$ cat src/rtl/bt_frame_decoder_pkg.sv
// Shared types and constants for the Bluetooth command-frame decoder and the
// game logic that consumes its commands.
package bt_frame_decoder_pkg;

    typedef enum logic [1:0] {
        S_IDLE = 2'd0,
        S_CMD  = 2'd1,
        S_ARG  = 2'd2,
        S_CHK  = 2'd3
    } bt_state_e;

    localparam logic [7:0] SOF_BYTE_DEFAULT = 8'hA5;

    localparam logic [7:0] CMD_MOVE  = 8'h01;
    localparam logic [7:0] CMD_FIRE  = 8'h02;
    localparam logic [7:0] CMD_PAUSE = 8'h03;

    function automatic logic [7:0] frame_checksum(input logic [7:0] cmd, input logic [7:0] arg);
        return cmd ^ arg;
    endfunction

endpackage

$ cat src/rtl/bt_frame_decoder_if.sv
// Byte input from the UART receiver plus the decoded-command outputs.
// Handshake: rx_done is a one-cycle strobe qualifying rx_data; there is no
// backpressure, so every strobed byte must be taken in the cycle it appears.
interface bt_frame_decoder_if #(
    parameter int ERR_W = 8
);
    logic [7:0]       rx_data;
    logic             rx_done;
    logic [7:0]       cmd_out;
    logic [7:0]       arg_out;
    logic             cmd_valid;
    logic             err_chk;
    logic             err_timeout;
    logic [ERR_W-1:0] err_count;
    logic             busy;

    modport master (
        output rx_data, rx_done,
        input  cmd_out, arg_out, cmd_valid, err_chk, err_timeout, err_count, busy
    );

    modport slave (
        input  rx_data, rx_done,
        output cmd_out, arg_out, cmd_valid, err_chk, err_timeout, err_count, busy
    );
endinterface

$ cat src/rtl/bt_timeout_timer.sv
// Inter-byte stall timer: counts while run is high, clears on clear, and
// pulses tc on the cycle whose edge would bring the count to TIMEOUT_CYCLES-1.
module bt_timeout_timer #(
    parameter int TIMEOUT_CYCLES = 50000
) (
    input  logic clkcapture,
    input  logic enable,
    input  logic clear_i,
    input  logic run_i,
    output logic tc_o
);
    localparam int TW = $clog2(TIMEOUT_CYCLES) + 1;
    localparam logic [TW-1:0] TC_VAL = TW'(TIMEOUT_CYCLES - 2);

    logic [TW-1:0] timer_q;
    logic [TW-1:0] timer_d;

    // A byte arriving on the terminal cycle suppresses the timeout.
    assign tc_o = run_i && !clear_i && (timer_q == TC_VAL);

    always_comb begin
        timer_d = timer_q;
        if (clear_i || tc_o) begin
            timer_d = '0;
        end else if (run_i) begin
            timer_d = timer_q + TW'(1);
        end
    end

    always_ff @(posedge clkcapture or posedge enable) begin
        if (enable) begin
            timer_q <= '0;
        end else begin
            timer_q <= timer_d;
        end
    end
endmodule

$ cat src/rtl/bt_frame_decoder.sv
// Assembles SOF/CMD/ARG/CHK frames from received bytes, verifies the XOR
// checksum, strobes good commands and counts checksum/timeout errors.
module bt_frame_decoder
    import bt_frame_decoder_pkg::*;
#(
    parameter logic [7:0] SOF_BYTE       = SOF_BYTE_DEFAULT,
    parameter int         TIMEOUT_CYCLES = 50000,
    parameter int         ERR_W          = 8
) (
    input  logic                     clkcapture,
    input  logic                     enable,
    bt_frame_decoder_if.slave        bus,
    output bt_state_e                state_o
);
    bt_state_e        state_q;
    logic [7:0]       cmd_reg_q;
    logic [7:0]       arg_reg_q;
    logic [7:0]       cmd_out_q;
    logic [7:0]       arg_out_q;
    logic             cmd_valid_q;
    logic             err_chk_q;
    logic             err_timeout_q;
    logic [ERR_W-1:0] err_count_q;
    logic             tmo_tc;
    logic             busy;

    assign busy = (state_q != S_IDLE);

    bt_timeout_timer #(
        .TIMEOUT_CYCLES(TIMEOUT_CYCLES)
    ) u_timer (
        .clkcapture (clkcapture),
        .enable     (enable),
        .clear_i    (bus.rx_done || !busy),
        .run_i      (busy),
        .tc_o       (tmo_tc)
    );

    always_ff @(posedge clkcapture or posedge enable) begin
        if (enable) begin
            state_q       <= S_IDLE;
            cmd_reg_q     <= '0;
            arg_reg_q     <= '0;
            cmd_out_q     <= '0;
            arg_out_q     <= '0;
            cmd_valid_q   <= 1'b0;
            err_chk_q     <= 1'b0;
            err_timeout_q <= 1'b0;
            err_count_q   <= '0;
        end else begin
            cmd_valid_q   <= 1'b0;
            err_chk_q     <= 1'b0;
            err_timeout_q <= 1'b0;
            if (bus.rx_done) begin
                case (state_q)
                    S_IDLE: begin
                        if (bus.rx_data == SOF_BYTE) state_q <= S_CMD;
                    end
                    S_CMD: begin
                        cmd_reg_q <= bus.rx_data;
                        state_q   <= S_ARG;
                    end
                    S_ARG: begin
                        arg_reg_q <= bus.rx_data;
                        state_q   <= S_CHK;
                    end
                    S_CHK: begin
                        if (bus.rx_data == frame_checksum(cmd_reg_q, arg_reg_q)) begin
                            cmd_out_q   <= cmd_reg_q;
                            arg_out_q   <= arg_reg_q;
                            cmd_valid_q <= 1'b1;
                        end else begin
                            err_chk_q <= 1'b1;
                            if (err_count_q != {ERR_W{1'b1}}) err_count_q <= err_count_q + ERR_W'(1);
                        end
                        state_q <= S_IDLE;
                    end
                    default: state_q <= S_IDLE;
                endcase
            end else if (tmo_tc) begin
                // Stalled mid-frame: drop the partial frame.
                err_timeout_q <= 1'b1;
                if (err_count_q != {ERR_W{1'b1}}) err_count_q <= err_count_q + ERR_W'(1);
                state_q <= S_IDLE;
            end
        end
    end

    assign bus.cmd_out     = cmd_out_q;
    assign bus.arg_out     = arg_out_q;
    assign bus.cmd_valid   = cmd_valid_q;
    assign bus.err_chk     = err_chk_q;
    assign bus.err_timeout = err_timeout_q;
    assign bus.err_count   = err_count_q;
    assign bus.busy        = busy;
    assign state_o         = state_q;
endmodule

$ cat src/flat_wrapper.sv
// flat-port wrapper written by rule: the top's interface ports become plain ports
module bt_frame_decoder_flat import bt_frame_decoder_pkg::*;
#(
    parameter logic [7:0] SOF_BYTE       = SOF_BYTE_DEFAULT,
    parameter int         TIMEOUT_CYCLES = 50000,
    parameter int         ERR_W          = 8
)
  (clkcapture, enable, state_o, bus_rx_data, bus_rx_done, bus_cmd_out, bus_arg_out, bus_cmd_valid, bus_err_chk, bus_err_timeout, bus_err_count, bus_busy);
  bt_frame_decoder_if #(.ERR_W(ERR_W)) bus_i ();
  input  logic clkcapture;
  input  logic enable;
  output bt_state_e state_o;
  input wire logic [$bits(bus_i.rx_data)-1:0] bus_rx_data;
  input wire logic [$bits(bus_i.rx_done)-1:0] bus_rx_done;
  output wire logic [$bits(bus_i.cmd_out)-1:0] bus_cmd_out;
  output wire logic [$bits(bus_i.arg_out)-1:0] bus_arg_out;
  output wire logic [$bits(bus_i.cmd_valid)-1:0] bus_cmd_valid;
  output wire logic [$bits(bus_i.err_chk)-1:0] bus_err_chk;
  output wire logic [$bits(bus_i.err_timeout)-1:0] bus_err_timeout;
  output wire logic [$bits(bus_i.err_count)-1:0] bus_err_count;
  output wire logic [$bits(bus_i.busy)-1:0] bus_busy;
  assign bus_i.rx_data = bus_rx_data;
  assign bus_i.rx_done = bus_rx_done;
  assign bus_cmd_out = bus_i.cmd_out;
  assign bus_arg_out = bus_i.arg_out;
  assign bus_cmd_valid = bus_i.cmd_valid;
  assign bus_err_chk = bus_i.err_chk;
  assign bus_err_timeout = bus_i.err_timeout;
  assign bus_err_count = bus_i.err_count;
  assign bus_busy = bus_i.busy;
  bt_frame_decoder #(.SOF_BYTE(SOF_BYTE), .TIMEOUT_CYCLES(TIMEOUT_CYCLES), .ERR_W(ERR_W)) u_core (.clkcapture(clkcapture), .enable(enable), .bus(bus_i), .state_o(state_o));
endmodule
$ cat config.mk
export PLATFORM = sky130hd
export DESIGN_NAME = bt_frame_decoder_flat
export DESIGN_NICKNAME = d
export VERILOG_FILES = /design/src/rtl/bt_frame_decoder_pkg.sv /design/src/rtl/bt_frame_decoder_if.sv /design/src/rtl/bt_timeout_timer.sv /design/src/rtl/bt_frame_decoder.sv /design/src/flat_wrapper.sv
export SDC_FILE = /design/constraint.sdc
export NUM_CORES = 1
export LEC_CHECK = 0
export CAP_MARGIN = 0
export CORE_AREA = 3 3 90 92
export CTS_CLUSTER_SIZE = 24
export DETAILED_ROUTE_END_ITERATION = 6
export DIE_AREA = 0 0 93 95
export GPL_ROUTABILITY_DRIVEN = 0
export PLACE_DENSITY = 0.71
export SYNTH_ARGS = -nofsm -noshare
export SYNTH_HDL_FRONTEND = slang
export SYNTH_SLANG_ARGS = --single-unit
$ cat constraint.sdc
create_clock -name clkcapture -period 4.2 [get_ports clkcapture]
set_input_delay 0.42 -clock clkcapture [delete_from_list [all_inputs] [get_ports clkcapture]]
set_output_delay 0.42 -clock clkcapture [all_outputs]
set_load 0.02 [all_outputs]
* Yosys cells after proc, flatten, opt, wreduce, memory -nomap -nowiden *
Cells that the tools add are included.

storage, ports and cells
  bits in registers = 62
  output and inout bits = 30
  word-level logic and storage cells = 57

cells by class
  add/subtract/negate cells = 2
  bitwise operators = 1
  equal/unequal tests = 10
  reduce and logical (&&, ||, !) cells = 15
  muxes and demuxes = 19

operators with widths
  cell                   number
  $mux 8                 5
  $mux 17                2
  $add 17x1->17 const B  1
  $eq 17x16->1 const B   1
  $add 8x1->8 const B    1
  $eq 8x8->1             1
  $eq 8x8->1 const B     1
  $mux 1                 8
  $ne 8x8->1 const B     1
  $pmux 2 s4             1
  $xor 8x8->8            1
  $mux 2                 3
  $reduce_and 2->1       3
  $reduce_and 3->1       2
  $reduce_bool 2->1      3
  $eq 2x2->1 const B     2
  $ne 3x2->1 const B     1
  $eq 2x1->1 const B     1
  $logic_and 1x1->1      2
  $logic_not 1->1        2
  $logic_not 2->1        1
  $logic_or 1x1->1       2
  $ne 2x1->1 const B     1
  $ne 2x2->1 const B     1

* Depth between registers and ports, before layout *
Gate-level depths: netlist (run 1).

  depth in word-level cells = 8
  gate-level depth with buffers = 9
  depth with buffers taken out = 8

* By module *
A second synthesis (run 1) with hierarchy kept.

unflattened totals
  cell total of the unflattened synthesis = 239
  area, all modules = 3056.7 µm²

modules (own cells, without submodules)
  module            sequential area each (µm²)  area each (µm²)  cells an instance  times used
  bt_frame_decoder  1126.1                      2089.5           141                1
  bt_timeout_timer  425.4                       967.2            98                 1

* Worst setup path before layout (run 1) *
Ideal clock, no wire load.

  path type = reg2reg
  from = reg u_core.state_q[0] (netlist: u_core.state_o[0])
  to = reg u_core.err_count_q[7] (netlist: u_core.bus.err_count[7])
  arrival time = 2.137 ns
  buffers on the path = 1
  cell stages (with the launch flop) = 9
  slack = 1.935 ns
  setup time = 0.128 ns
  clock period less this slack = 2.265 ns
  cells stage by stage = dfrtp_1 inv_1 ha_1 nor2_1 nand4_1 or4_1 buf_4 a211oi_2 mux2_1

on the way
  word-level cells in the longest chain between the ends = 8
  elaborated cells between the ends (all ways) = 10

ends and longest elaborated chain
  item                            line                    text
  start, declared                 bt_frame_decoder.sv:15  bt_state_e state_q;
  start signal, assigned          bt_frame_decoder.sv:41  state_q <= S_IDLE;
  start signal, assigned          bt_frame_decoder.sv:57  if (bus.rx_data == SOF_BYTE) state_q <= S_CMD;
  start signal, assigned          bt_frame_decoder.sv:61  state_q <= S_ARG;
  $reduce_bool 2->1               bt_frame_decoder.sv:27  assign busy = (state_q != S_IDLE);
  $logic_not 1->1                 bt_frame_decoder.sv:34  .clear_i (bus.rx_done || !busy),
  $logic_or 1x1->1                bt_frame_decoder.sv:34
  $logic_not 1->1                 bt_timeout_timer.sv:19  assign tc_o = run_i && !clear_i && (timer_q == TC_VAL);
  $logic_and 1x1->1 (2 in a row)  bt_timeout_timer.sv:19
  $reduce_bool 2->1 (no line)     n/a
  $reduce_and 3->1 (no line) (*)  n/a
  end signal, assigned            bt_frame_decoder.sv:74  if (err_count_q != {ERR_W{1'b1}}) err_count_q <= err_count_q + ERR_W'(1);
  end signal, assigned            bt_frame_decoder.sv:83  if (err_count_q != {ERR_W{1'b1}}) err_count_q <= err_count_q + ERR_W'(1);
  end, declared                   bt_frame_decoder.sv:23  logic [ERR_W-1:0] err_count_q;

Mark *: on every way between the ends. The rest lies on a longest branch, timed or not.
A chain may end at the register's enable or synchronous reset.

* Final worst setup path (run 1) *
  from = reg u_core.u_timer.timer_q[13]
  to = reg u_core.err_count_q[7] (netlist: u_core.bus.err_count[7])

on the way
  word-level cells in the longest chain between the ends = 4

ends and longest elaborated chain
  item                         line                    text
  start, declared              bt_timeout_timer.sv:15  logic [TW-1:0] timer_q;
  start signal, assigned       bt_timeout_timer.sv:34  timer_q <= timer_d;
  $eq 17x16->1                 bt_timeout_timer.sv:19
  $logic_and 1x1->1            bt_timeout_timer.sv:19
  $reduce_bool 2->1 (no line)  n/a
  $reduce_and 3->1 (no line)   n/a

No other way between the ends.

==> summary.log, run 1 <==
qor: status.run_status complete, no violations
qor: die.core.rowCount 31
qor: global_route.grt_antenna_before_repair 0
qor: routing.dr.first_iter.drc_count 50
qor: worst_setup_path.data_required_time_of_the_critical_path 4420 ps
qor: job.maxCapViolations 0
qor: finish.fill_cells 659
qor: clocking.clock_insertion_delay_worst_skew 340 ps
qor: routing.route.vias.total 1863
qor: worst_setup_path.crit_path_start_kind flip-flop
qor: finish.finish.cell_count_without_fillers 381
qor: routing.antenna_left 0
qor: routing.wirelength 5440 um
qor: clocking.max_h_tree_level 3
qor: place.detailed_place_hpwl 3820 um
qor: worst_setup_path.timing.rr.end u_core.bus.err_count[7]
qor: worst_hold_path.timing.hold.worst.class input pin to asynchronous set/reset pin
qor: clocking.post-cts-setup-buffers 0
qor: die.floorplan.die_area 0.00884 sq mm
qor: timing.totalNegativeSetupSlack 0 ps
qor: finish.area_added_between_synthesis_and_finish 25.6%
qor: global_route.grt_overflow_total 0
qor: yosys.ys.warnings.count 0
qor: clocking.cts-buffers-inserted 9
qor: clocking.clk_pin_slew_worst_paths 80 ps
qor: die.die-height 95 um
qor: yosys.synth_area 0.00291 sq mm
qor: timing.tightestPinTransition 546 ps
qor: routing.drt-vias-per-instance 4.89
qor: worst_setup_path.reg2reg_setup_slack 1760 ps
qor: yosys.synth_fp_nets 246
qor: timing.setup_repair_after_global_routing_missed_its_margin false
qor: clocking.cts.path.max_buffers 2
qor: routing.routedWlPerCell 14.3 um
qor: global_route.global_route_wire_length_before_repair 9320 um
qor: finish.final_core_util 0.502
qor: die.die_span_in_x 93 um
qor: clocking.tritoncts built
qor: power_and_ir_drop.total_power 2.04 mW
qor: yosys.ys_types 34
qor: clocking.hold_buffers 0
qor: timing.clock-skew-final 15.6 ps
qor: worst_setup_path.crit_chain or4_1 > or4_1 > a211oi_2 > mux2_1
qor: die.core-area 0.00729 sq mm
qor: worst_setup_path.cp_max_fo 9
qor: timing.timing_max_transition_violations_final 0
qor: power_and_ir_drop.power_leakage 1.67 nW
qor: timing.relSlewSlack 0.636
qor: die.initial_utilization 0.399
qor: yosys.synth_cells 228
qor: worst_setup_path.setup.worst_path.class flip-flop to flip-flop
qor: finish.antenna_cells 0
qor: timing.finalCritPeriodShare 0.580
qor: timing.final_worst_setup_slack 1760 ps
qor: worst_setup_path.critPathMaxStageDelay 770 ps
qor: yosys.async_flop_share 1.00
qor: worst_setup_path.worst-r2r-cell-count 4
qor: clocking.post_cts.resized_instances 0
qor: routing.drcViolationCount 0
qor: worst_setup_path.crit_path_end_kind flip-flop
qor: routing.dr.pass1.iters 5
qor: yosys.synth_sequential_area_ratio 0.533
qor: global_route.grt_usage 0.139
qor: yosys.avgSynthCellArea 12.8 sq um
qor: finish.num-nets-final 295
qor: place.placed_cells 365
qor: worst_setup_path.timing.critical_path.arrival 2660 ps
qor: yosys.synth-edff-count 0
qor: timing.setup_viol 0
qor: power_and_ir_drop.pwr_density_cell 559 mW/mm^2
qor: die.pin_count 41
qor: place.preCtsSetupSlack 1560 ps
qor: worst_setup_path.reg2reg_from u_core.u_timer.timer_q[13]
qor: yosys.ys_seq_elements 62
qor: clocking.clock_tree.root_cell sky130_fd_sc_hd__clkbuf_8
qor: power_and_ir_drop.vdd_ir_drop_max 0.335 mV
qor: global_route.first_global_vias 1879
qor: timing.final_hold_viol_count 0
qor: timing.max_freq 411 MHz
qor: place.buffer_ports.inserted 40
qor: worst_setup_path.cp-endpoint u_core.bus.err_count[7]
qor: worst_setup_path.critical_path.slowest_cell sky130_fd_sc_hd__or4_1
qor: worst_setup_path.crit_path_most_repeated_cell sky130_fd_sc_hd__or4_1
qor: clocking.clock_sink_count 62
qor: yosys.dominantRegCellSynth sky130_fd_sc_hd__dfrtp_1
qor: finish.final_layout_size_suffix_gt1_frac 0.0993
qor: global_route.grt_max_degree 39
qor: worst_setup_path.setup.worst_path.start u_core.u_timer.timer_q[13]
qor: timing.period_needed 2440 ps
## flip-flops by register name, indices dropped and copies added (netlist names)
signal and cells:
u_core.arg_reg_q 8, u_core.bus.err_count 8, u_core.bus.cmd_out 8, u_core.u_timer.timer_q 17, u_core.cmd_reg_q 8, u_core.bus.err_chk 1
u_core.bus.err_timeout 1, u_core.bus.cmd_valid 1, u_core.bus.arg_out 8, u_core.state_o 2
## synth_stat cells, types with 2 or more instances
library cell / n / area [sq um]
sky130_fd_sc_hd__dfrtp_1: 62 / 1550
sky130_fd_sc_hd__a21oi_1: 2 / 10.0
sky130_fd_sc_hd__or4_1: 2 / 15.0
sky130_fd_sc_hd__a2bb2oi_1: 2 / 17.5
sky130_fd_sc_hd__mux2_1: 35 / 394
sky130_fd_sc_hd__and2_1: 2 / 12.5
sky130_fd_sc_hd__nand4_1: 10 / 62.6
sky130_fd_sc_hd__xor2_1: 10 / 87.6
sky130_fd_sc_hd__and3_1: 4 / 25.0
sky130_fd_sc_hd__inv_2: 2 / 7.51
sky130_fd_sc_hd__nor3_1: 4 / 20.0
sky130_fd_sc_hd__nor2_1: 23 / 86.3
sky130_fd_sc_hd__nand2_1: 13 / 48.8
sky130_fd_sc_hd__buf_2: 2 / 10.0
sky130_fd_sc_hd__nand3_1: 6 / 30.0
sky130_fd_sc_hd__a211oi_2: 3 / 37.5
sky130_fd_sc_hd__xnor2_1: 8 / 70.1
sky130_fd_sc_hd__xnor3_1: 8 / 180
sky130_fd_sc_hd__ha_1: 7 / 87.6
sky130_fd_sc_hd__inv_1: 8 / 30.0
sky130_fd_sc_hd__nor4bb_1: 2 / 20.0
## critical path, delay by kind of cell (launching register included)
family | cells | cell delay, ps
simple gates | 2 | 1300
flops | 1 | 410
mux | 1 | 340
compound gates | 1 | 270
## report_power, final
group	internal (mW)	switching, mW
clock	0.342	0.250
combinational	0.338	0.264
sequential	0.731	0.119
## per-layer routing
layer	GRT usage	vias to the layer above	part of all wire
li1	-	897	-
met1	0.178	919	0.46
met2	0.217	41	0.48
met3	0.0518	6	0.051
met4	0.0476	0	0.0094
met5	0	-	0
## final cells by class
class | count | area, sq um | area share
clock inverter | 7 | 104 | 0.0284
multi-input combinational | 152 | 1300 | 0.356
timing repair buffer | 42 | 415 | 0.114
sequential | 62 | 1550 | 0.424
tap | 99 | 124 | 0.0339
clock buffer | 9 | 124 | 0.0339
inverter | 10 | 37.5 | 0.0103
## worst min path at each step
stage                           from                    end  cells past startpoint
6_report                      enable  u_core.bus.cmd_out[0]                      2
5_1_grt                       enable  u_core.bus.cmd_out[0]                      2
4_1_cts                       enable  u_core.bus.cmd_out[0]                      2
3_5_place_dp   u_core.bus.arg_out[5]  u_core.bus.arg_out[5]                      1
3_3_place_gp   u_core.bus.cmd_out[0]  u_core.bus.cmd_out[0]                      1
2_1_floorplan    u_core.cmd_reg_q[0]  u_core.bus.cmd_out[0]                      1
## layout by cell type (no fill, tap or decap), drive strengths merged, types with 2 or more instances in the layout
master | Yosys | layout
dfrtp | 62 | 62
clkdlybuf4s50 | 0 | 40
mux2 | 35 | 35
nor2 | 23 | 23
nand2 | 14 | 14
inv | 10 | 13
nand4 | 10 | 10
xor2 | 10 | 10
clkbuf | 1 | 9
xnor2 | 8 | 8
xnor3 | 8 | 8
ha | 7 | 7
nand3 | 6 | 6
nor3 | 5 | 5
and3 | 4 | 4
a211oi | 3 | 3
a21oi | 3 | 3
or4 | 2 | 2
and2 | 2 | 2
a2bb2oi | 2 | 2
nor4bb | 2 | 2
clkinv | 0 | 2
bufinv | 0 | 2
buf | 3 | 2
## per-stage QoR
| step | instance area (sq um) | hold WS [ps] |
|---|---|---|
| floorplan | 2910 | 485 |
| global placement | 3430 | 469 |
| detailed placement | 3430 | 477 |
| CTS | 3660 | 435 |
| global route | 3660 | 457 |
| finish | 3660 | 435 |
## cells by family (layout without fill, tap and decap cells)
logic type / after synthesis / after routing / synth area share
AND/OR/NAND/NOR: 71 / 71 / 0.124
flip-flops: 62 / 62 / 0.533
multiplexers: 35 / 35 / 0.135
XOR/XNOR: 26 / 26 / 0.116
buffers and inverters: 14 / 68 / 0.0202
AO/OA/AOI/OAI: 13 / 13 / 0.0421
adder cells (fa/ha/maj): 7 / 7 / 0.0301
No activity file was read; power rests on OpenSTA's default activity.
==> run 2, diff against run 1 <==
==> constraint.sdc (replaced) <==
create_clock -name clkcapture -period 2.3 [get_ports clkcapture]
set_input_delay 0.23 -clock clkcapture [delete_from_list [all_inputs] [get_ports clkcapture]]
set_output_delay 0.23 -clock clkcapture [all_outputs]
set_load 0.02 [all_outputs]
==> run 2 against run 1 <==
Non-clock buffer count up 12; die area stayed put; sequential share of layout area down 1.1 points; worst hold slack lost 200 ps; first-iteration DRC count rose by 2.0%; design area increased by 2.7%; worst setup slack worse by 1600 ps; largest power group unchanged.
==> summary.log, run 2 (synthesis results as in run 1) <==
qor: worst_setup_path.timing.rr.end u_core.bus.err_count[7]
qor: global_route.first_global_vias 1907
qor: worst_setup_path.worst-r2r-cell-count 4
qor: timing.clock-skew-final 8.78 ps
qor: timing.period_needed 2180 ps
qor: timing.setup_repair_after_global_routing_missed_its_margin false
qor: finish.num-nets-final 307
qor: finish.mostFrequentLayoutCell sky130_fd_sc_hd__dfrtp_1
qor: job.maxCapViolations 0
qor: worst_setup_path.crit_path_start_kind flip-flop
qor: finish.area_added_between_synthesis_and_finish 29.0%
qor: routing.route.vias.total 1916
qor: worst_setup_path.crit_cells 4
qor: power_and_ir_drop.power_leakage 1.72 nW
qor: clocking.tritoncts built
qor: global_route.grt_usage 0.139
qor: worst_setup_path.critical_path.top_delay_family simple AND/OR/NAND/NOR gates
qor: global_route.grt_antenna_before_repair 0
qor: clocking.clock_insertion_delay_worst_skew 340 ps
qor: timing.final_worst_setup_slack 118 ps
qor: clocking.clock_tree.root_cell sky130_fd_sc_hd__clkbuf_8
qor: routing.dr.pass1.iters 4
qor: routing.dr.first_iter.drc_count 51
qor: worst_setup_path.reg2reg_from u_core.u_timer.timer_q[11]
qor: worst_hold_path.timing.hold.worst.class input pin to asynchronous set/reset pin
qor: worst_setup_path.crit_path_end_kind flip-flop
qor: worst_setup_path.crit_chain or4_1 > or4_4 > a211oi_2 > mux2_1
qor: power_and_ir_drop.total_power 3.69 mW
qor: worst_setup_path.critPathMaxStageDelay 620 ps
qor: clocking.cts-buffers-inserted 9
qor: worst_setup_path.cp-endpoint u_core.bus.err_count[7]
qor: global_route.global_route_wire_length_before_repair 9340 um
qor: worst_setup_path.timing.critical_path.arrival 2400 ps
qor: die.floorplan.die_area 0.00884 sq mm
qor: finish.number_of_flip_flops_under_the_largest_register_name 17
qor: timing.setup_viol 0
qor: finish.antenna_cells 0
qor: timing.totalNegativeSetupSlack 0 ps
qor: timing.final_hold_viol_count 0
qor: routing.wirelength 5660 um
qor: clocking.clock_sink_count 62
qor: timing.relSlewSlack 0.668
qor: routing.drcViolationCount 0
qor: status.run_status complete, no violations
qor: place.buffer_ports.inserted 40
qor: finish.final_layout_size_suffix_gt1_frac 0.139
qor: global_route.grt_overflow_total 0
qor: worst_setup_path.reg2reg_setup_slack 120 ps
qor: timing.tightestPinTransition 498 ps
qor: worst_setup_path.crit_buf_inv 0
qor: clocking.cts.path.max_buffers 2
qor: place.detailed_place_hpwl 4020 um
qor: die.die_span_in_x 93 um
qor: worst_setup_path.setup.worst_path.start u_core.u_timer.timer_q[11]
qor: die.core.rowCount 31
qor: worst_setup_path.setup.worst_path.class flip-flop to flip-flop
qor: die.pin_count 41
qor: routing.antenna_left 0
qor: timing.fin_hold_ws 236 ps
qor: global_route.grt_max_degree 31
qor: routing.drt-vias-per-instance 4.88
qor: finish.largest_register u_core.u_timer.timer_q
qor: finish.mostFrequentLayoutCells sky130_fd_sc_hd__dfrtp_1, sky130_fd_sc_hd__clkdlybuf4s50_1, sky130_fd_sc_hd__mux2_1
qor: timing.finalCritPeriodShare 0.949
qor: clocking.clk_pin_slew_worst_paths 80 ps
qor: power_and_ir_drop.vdd_ir_drop_max 0.706 mV
qor: place.preCtsSetupSlack 2.84 ps
qor: die.core-area 0.00729 sq mm
qor: die.die-height 95 um
qor: clocking.hold_buffers 0
qor: worst_setup_path.data_required_time_of_the_critical_path 2520 ps
qor: die.initial_utilization 0.399
qor: timing.max_freq 458 MHz
qor: clocking.max_h_tree_level 3
qor: power_and_ir_drop.pwr_density_cell 982 mW/mm^2
qor: worst_setup_path.critical_path.slowest_cell sky130_fd_sc_hd__or4_4
qor: worst_setup_path.cp_max_fo 6
qor: routing.routedWlPerCell 14.4 um
qor: clocking.post-cts-setup-buffers 0
qor: timing.timing_max_transition_violations_final 0
==> run 2: how the worst min path moves through the flow <==
stage | endpoint | cells after the start
2_1_floorplan | u_core.arg_reg_q[0] | 1
3_3_place_gp | u_core.bus.cmd_out[0] | 1
3_5_place_dp | u_core.bus.arg_out[4] | 1
4_1_cts | u_core.bus.cmd_out[0] | 2
5_1_grt | u_core.bus.cmd_valid | 2
6_report | u_core.bus.cmd_out[0] | 2
==> run 2: repair_timing <==
action / 4_1_cts / 5_1_grt
gates resized for setup: 0 / 1
hold endpoints to repair: 0 / 0
setup endpoints to repair: 0 / 5
==> run 2: area by class of cell <==
type	count	area, sq um
sequential	62	1550
fill	661	3530
inverter	10	37.5
clock buffer	10	138
clock inverter	6	70.1
tap	99	124
multi-input combinational	152	1310
timing repair buffer	54	531
==> run 2: worst register-to-register path, stage by stage, from the launching register on <==
cell	delay (ps)
sky130_fd_sc_hd__dfrtp_1	400
sky130_fd_sc_hd__or4_1	510
sky130_fd_sc_hd__or4_4	620
sky130_fd_sc_hd__a211oi_2	210
sky130_fd_sc_hd__mux2_1	340
==> run 2: stage by stage <==
stage,cells,area [sq um],utilization
floorplan,228,2910,-
global placement,377,3550,0.486
detailed placement,377,3550,0.486
CTS,393,3750,0.515
global route,393,3760,0.515
finish,393,3760,0.515
==> run 2: power breakdown <==
group          internal (mW)  switching [mW]  leakage, nW
Sequential              1.33           0.196        0.821
Combinational          0.660           0.515        0.803
Clock                  0.535           0.451       0.0951
Total                   2.53            1.16         1.72
==> run 2: metal layers <==
metal | routed length [um] | share of wire | vias to the layer above | GRT usage
met2 | 2660 | 0.47 | 43 | 0.221
met1 | 2660 | 0.47 | 940 | 0.175
met5 | 0 | 0 | - | 0
met3 | 285 | 0.050 | 6 | 0.0550
met4 | 59 | 0.010 | 0 | 0.0440
li1 | - | - | 927 | -
==> run 3, diff against run 2 <==
--- a/config.mk
+++ b/config.mk
@@ -11,7 +11,7 @@
 export DETAILED_ROUTE_END_ITERATION = 6
 export DIE_AREA = 0 0 93 95
 export GPL_ROUTABILITY_DRIVEN = 0
-export PLACE_DENSITY = 0.71
+export PLACE_DENSITY = 0.56
 export SYNTH_ARGS = -nofsm -noshare
 export SYNTH_HDL_FRONTEND = slang
 export SYNTH_SLANG_ARGS = --single-unit
==> run 3 against run 2 <==
Via count is 1.6% lower; clock skew is 2.7 ps lower; die area stayed put; combinational power hardly changed; global-route usage hardly changed; critical path depth stayed put; worst hold slack better by 29 ps; design area hardly changed; core utilization is 0.052 points lower; clock-buffer cell count is 1 higher; wire length is 3.5% lower.
==> summary.log, run 3 (synthesis results as in run 1) <==
qor: clocking.tritoncts built
qor: clocking.cts-buffers-inserted 9
qor: job.maxCapViolations 0
qor: timing.final_worst_setup_slack 158 ps
qor: worst_setup_path.critical_path.top_delay_family simple AND/OR/NAND/NOR gates
qor: timing.relSlewSlack 0.734
qor: die.core.rowCount 31
qor: finish.largest_register u_core.u_timer.timer_q
qor: power_and_ir_drop.pwr_density_cell 937 mW/mm^2
qor: power_and_ir_drop.power.switching 1.10 mW
qor: worst_setup_path.setup.worst_path.class flip-flop to flip-flop
qor: power_and_ir_drop.combPwrFrac 0.337
qor: global_route.grt_overflow_total 0
qor: power_and_ir_drop.share_seq_of_total_power 0.434
qor: status.run_status complete, no violations
qor: timing.max_freq 467 MHz
qor: routing.antenna_left 0
qor: place.buffer_ports.inserted 40
qor: worst_hold_path.timing.hold.worst.class input pin to asynchronous set/reset pin
qor: die.floorplan.die_area 0.00884 sq mm
qor: timing.setup_repair_after_global_routing_missed_its_margin false
qor: die.core-area 0.00729 sq mm
qor: timing.final_hold_viol_count 0
qor: clocking.max_h_tree_level 3
qor: finish.mostFrequentLayoutCells sky130_fd_sc_hd__dfrtp_1, sky130_fd_sc_hd__clkdlybuf4s50_1, sky130_fd_sc_hd__mux2_1
qor: clocking.clk_pin_slew_worst_paths 70 ps
qor: die.die-height 95 um
qor: die.pin_count 41
qor: clocking.hold_buffers 0
qor: worst_setup_path.critical_path.slowest_cell sky130_fd_sc_hd__or4_4
qor: clocking.clock_tree.root_cell sky130_fd_sc_hd__clkbuf_8
qor: worst_setup_path.crit_path_start_kind flip-flop
qor: finish.finalInstanceArea 0.00375 sq mm
qor: finish.fill_cells 677
qor: worst_setup_path.cp_max_fo 5
qor: place.detailed_place_hpwl 3910 um
qor: die.die_span_in_x 93 um
qor: finish.register_area 0.00155 sq mm
qor: timing.period_needed 2140 ps
qor: worst_setup_path.crit_buf_inv 0
qor: routing.dr.first_iter.drc_count 72
qor: global_route.grt_usage 0.140
qor: timing.clock-skew-final 6.07 ps
qor: clocking.post-cts-setup-buffers 0
qor: place.place_area 0.00358 sq mm
qor: global_route.grt_antenna_before_repair 0
qor: routing.drcViolationCount 0
qor: timing.finalCritPeriodShare 0.931
qor: routing.drt-vias-per-instance 4.74
qor: clocking.cts.path.max_buffers 2
qor: clocking.clock_sink_count 62
qor: routing.dr.pass1.iters 4
qor: finish.num-nets-final 312
qor: routing.route.vias.total 1885
qor: finish.area_added_between_synthesis_and_finish 28.9%
qor: routing.wirelength 5460 um
qor: power_and_ir_drop.power_leakage 1.74 nW
qor: clocking.clock_insertion_delay_worst_skew 330 ps
qor: power_and_ir_drop.p_int 2.42 mW
qor: timing.timing_max_transition_violations_final 0
qor: die.initial_utilization 0.399
qor: worst_setup_path.crit_chain or4_1 > or4_4 > a211oi_2 > mux2_1
qor: power_and_ir_drop.switching_share 0.312
qor: worst_setup_path.critPathMaxStageDelay 600 ps
qor: power_and_ir_drop.vdd_ir_drop_max 0.564 mV
qor: finish.mostFrequentLayoutCell sky130_fd_sc_hd__dfrtp_1
qor: timing.totalNegativeSetupSlack 0 ps
qor: finish.final_layout_size_suffix_gt1_frac 0.151
qor: global_route.global_route_wire_length_before_repair 9420 um
qor: timing.tightestPinTransition 399 ps
qor: global_route.grt_max_degree 63
qor: worst_setup_path.crit_path_end_kind flip-flop
qor: place.placed_cells 382
qor: finish.antenna_cells 0
qor: timing.setup_viol 0
qor: worst_setup_path.data_required_time_of_the_critical_path 2510 ps
qor: power_and_ir_drop.part_of_the_total_power_dissipated_in_the_clock_network 0.229
qor: finish.number_of_flip_flops_under_the_largest_register_name 17
qor: finish.finish.cell_count_without_fillers 398
qor: worst_setup_path.timing.critical_path.arrival 2350 ps
qor: global_route.first_global_vias 1988
qor: place.preCtsSetupSlack 72.0 ps
qor: routing.routedWlPerCell 13.7 um
qor: finish.multiInputGateArea 0.00131 sq mm
==> run 3: layer usage <==
metal	vias to the layer above	global-route usage	wire length, um
met5	-	0	0
met2	39	0.219	2490
li1	924	-	-
met4	0	0.0440	72
met1	915	0.176	2600
met3	7	0.0582	304
==> run 3: what timing repair did <==
| action | in CTS | in global routing |
|---|---|---|
| gates resized for setup | 0 | 1 |
| endpoints found under the setup margin | 0 | 19 |
| hold endpoints to repair | 0 | 0 |
==> run 3: power by group through the flow <==
stage          combinational, mW  sequential [mW]  clock [mW]
5_1_grt                     1.29             1.57       0.901
2_1_floorplan              0.663             1.62           0
3_5_place_dp                1.21             1.55           0
4_1_cts                     1.21             1.53       0.844
6_report                    1.19             1.53       0.806
3_3_place_gp                1.20             1.54           0
==> run 3: cell type report <==
cell class              instances  area share
repair buffers                 59       0.151
clock inverters                 5     0.00667
well taps                      99      0.0330
flip-flops and latches         62       0.413
multi-input cells             152       0.348
inverters                      10      0.0100
clock buffers                  11      0.0377
==> run 3: path summary, 6_finish.rpt <==
| path | start | to | slack [ps] | depth (start not counted) |
|---|---|---|---|---|
| worst max-delay path | u_core.u_timer.timer_q[13] | u_core.bus.err_count[7] | 160 | 4 |
| worst min-delay path | enable | u_core.bus.cmd_valid | 260 | 3 |
| worst max register to register | u_core.u_timer.timer_q[13] | u_core.bus.err_count[7] | 160 | 4 |
| worst min register to register | u_core.bus.cmd_out[0] | u_core.bus.cmd_out[0] | 480 | 1 |
| max in group asynchronous | enable | u_core.arg_reg_q[3] | 1750 | 3 |
| min in group clkcapture | u_core.bus.cmd_out[0] | u_core.bus.cmd_out[0] | 480 | 1 |
==> run 3: worst reg2reg max path: stages, from the launching register on <==
cell                       delay, ps
sky130_fd_sc_hd__dfrtp_1         370
sky130_fd_sc_hd__or4_1           520
sky130_fd_sc_hd__or4_4           600
sky130_fd_sc_hd__a211oi_2        200
sky130_fd_sc_hd__mux2_1          340
==> run 3: through the flow <==
step | hold slack [ps] | power [mW] | utilization
after floorplan | 362 | 2.29 | -
after global placement | 466 | 2.74 | 0.491
after detailed placement | 474 | 2.76 | 0.491
after CTS | 284 | 3.59 | 0.514
after global routing | 300 | 3.76 | 0.515
final | 265 | 3.52 | 0.515
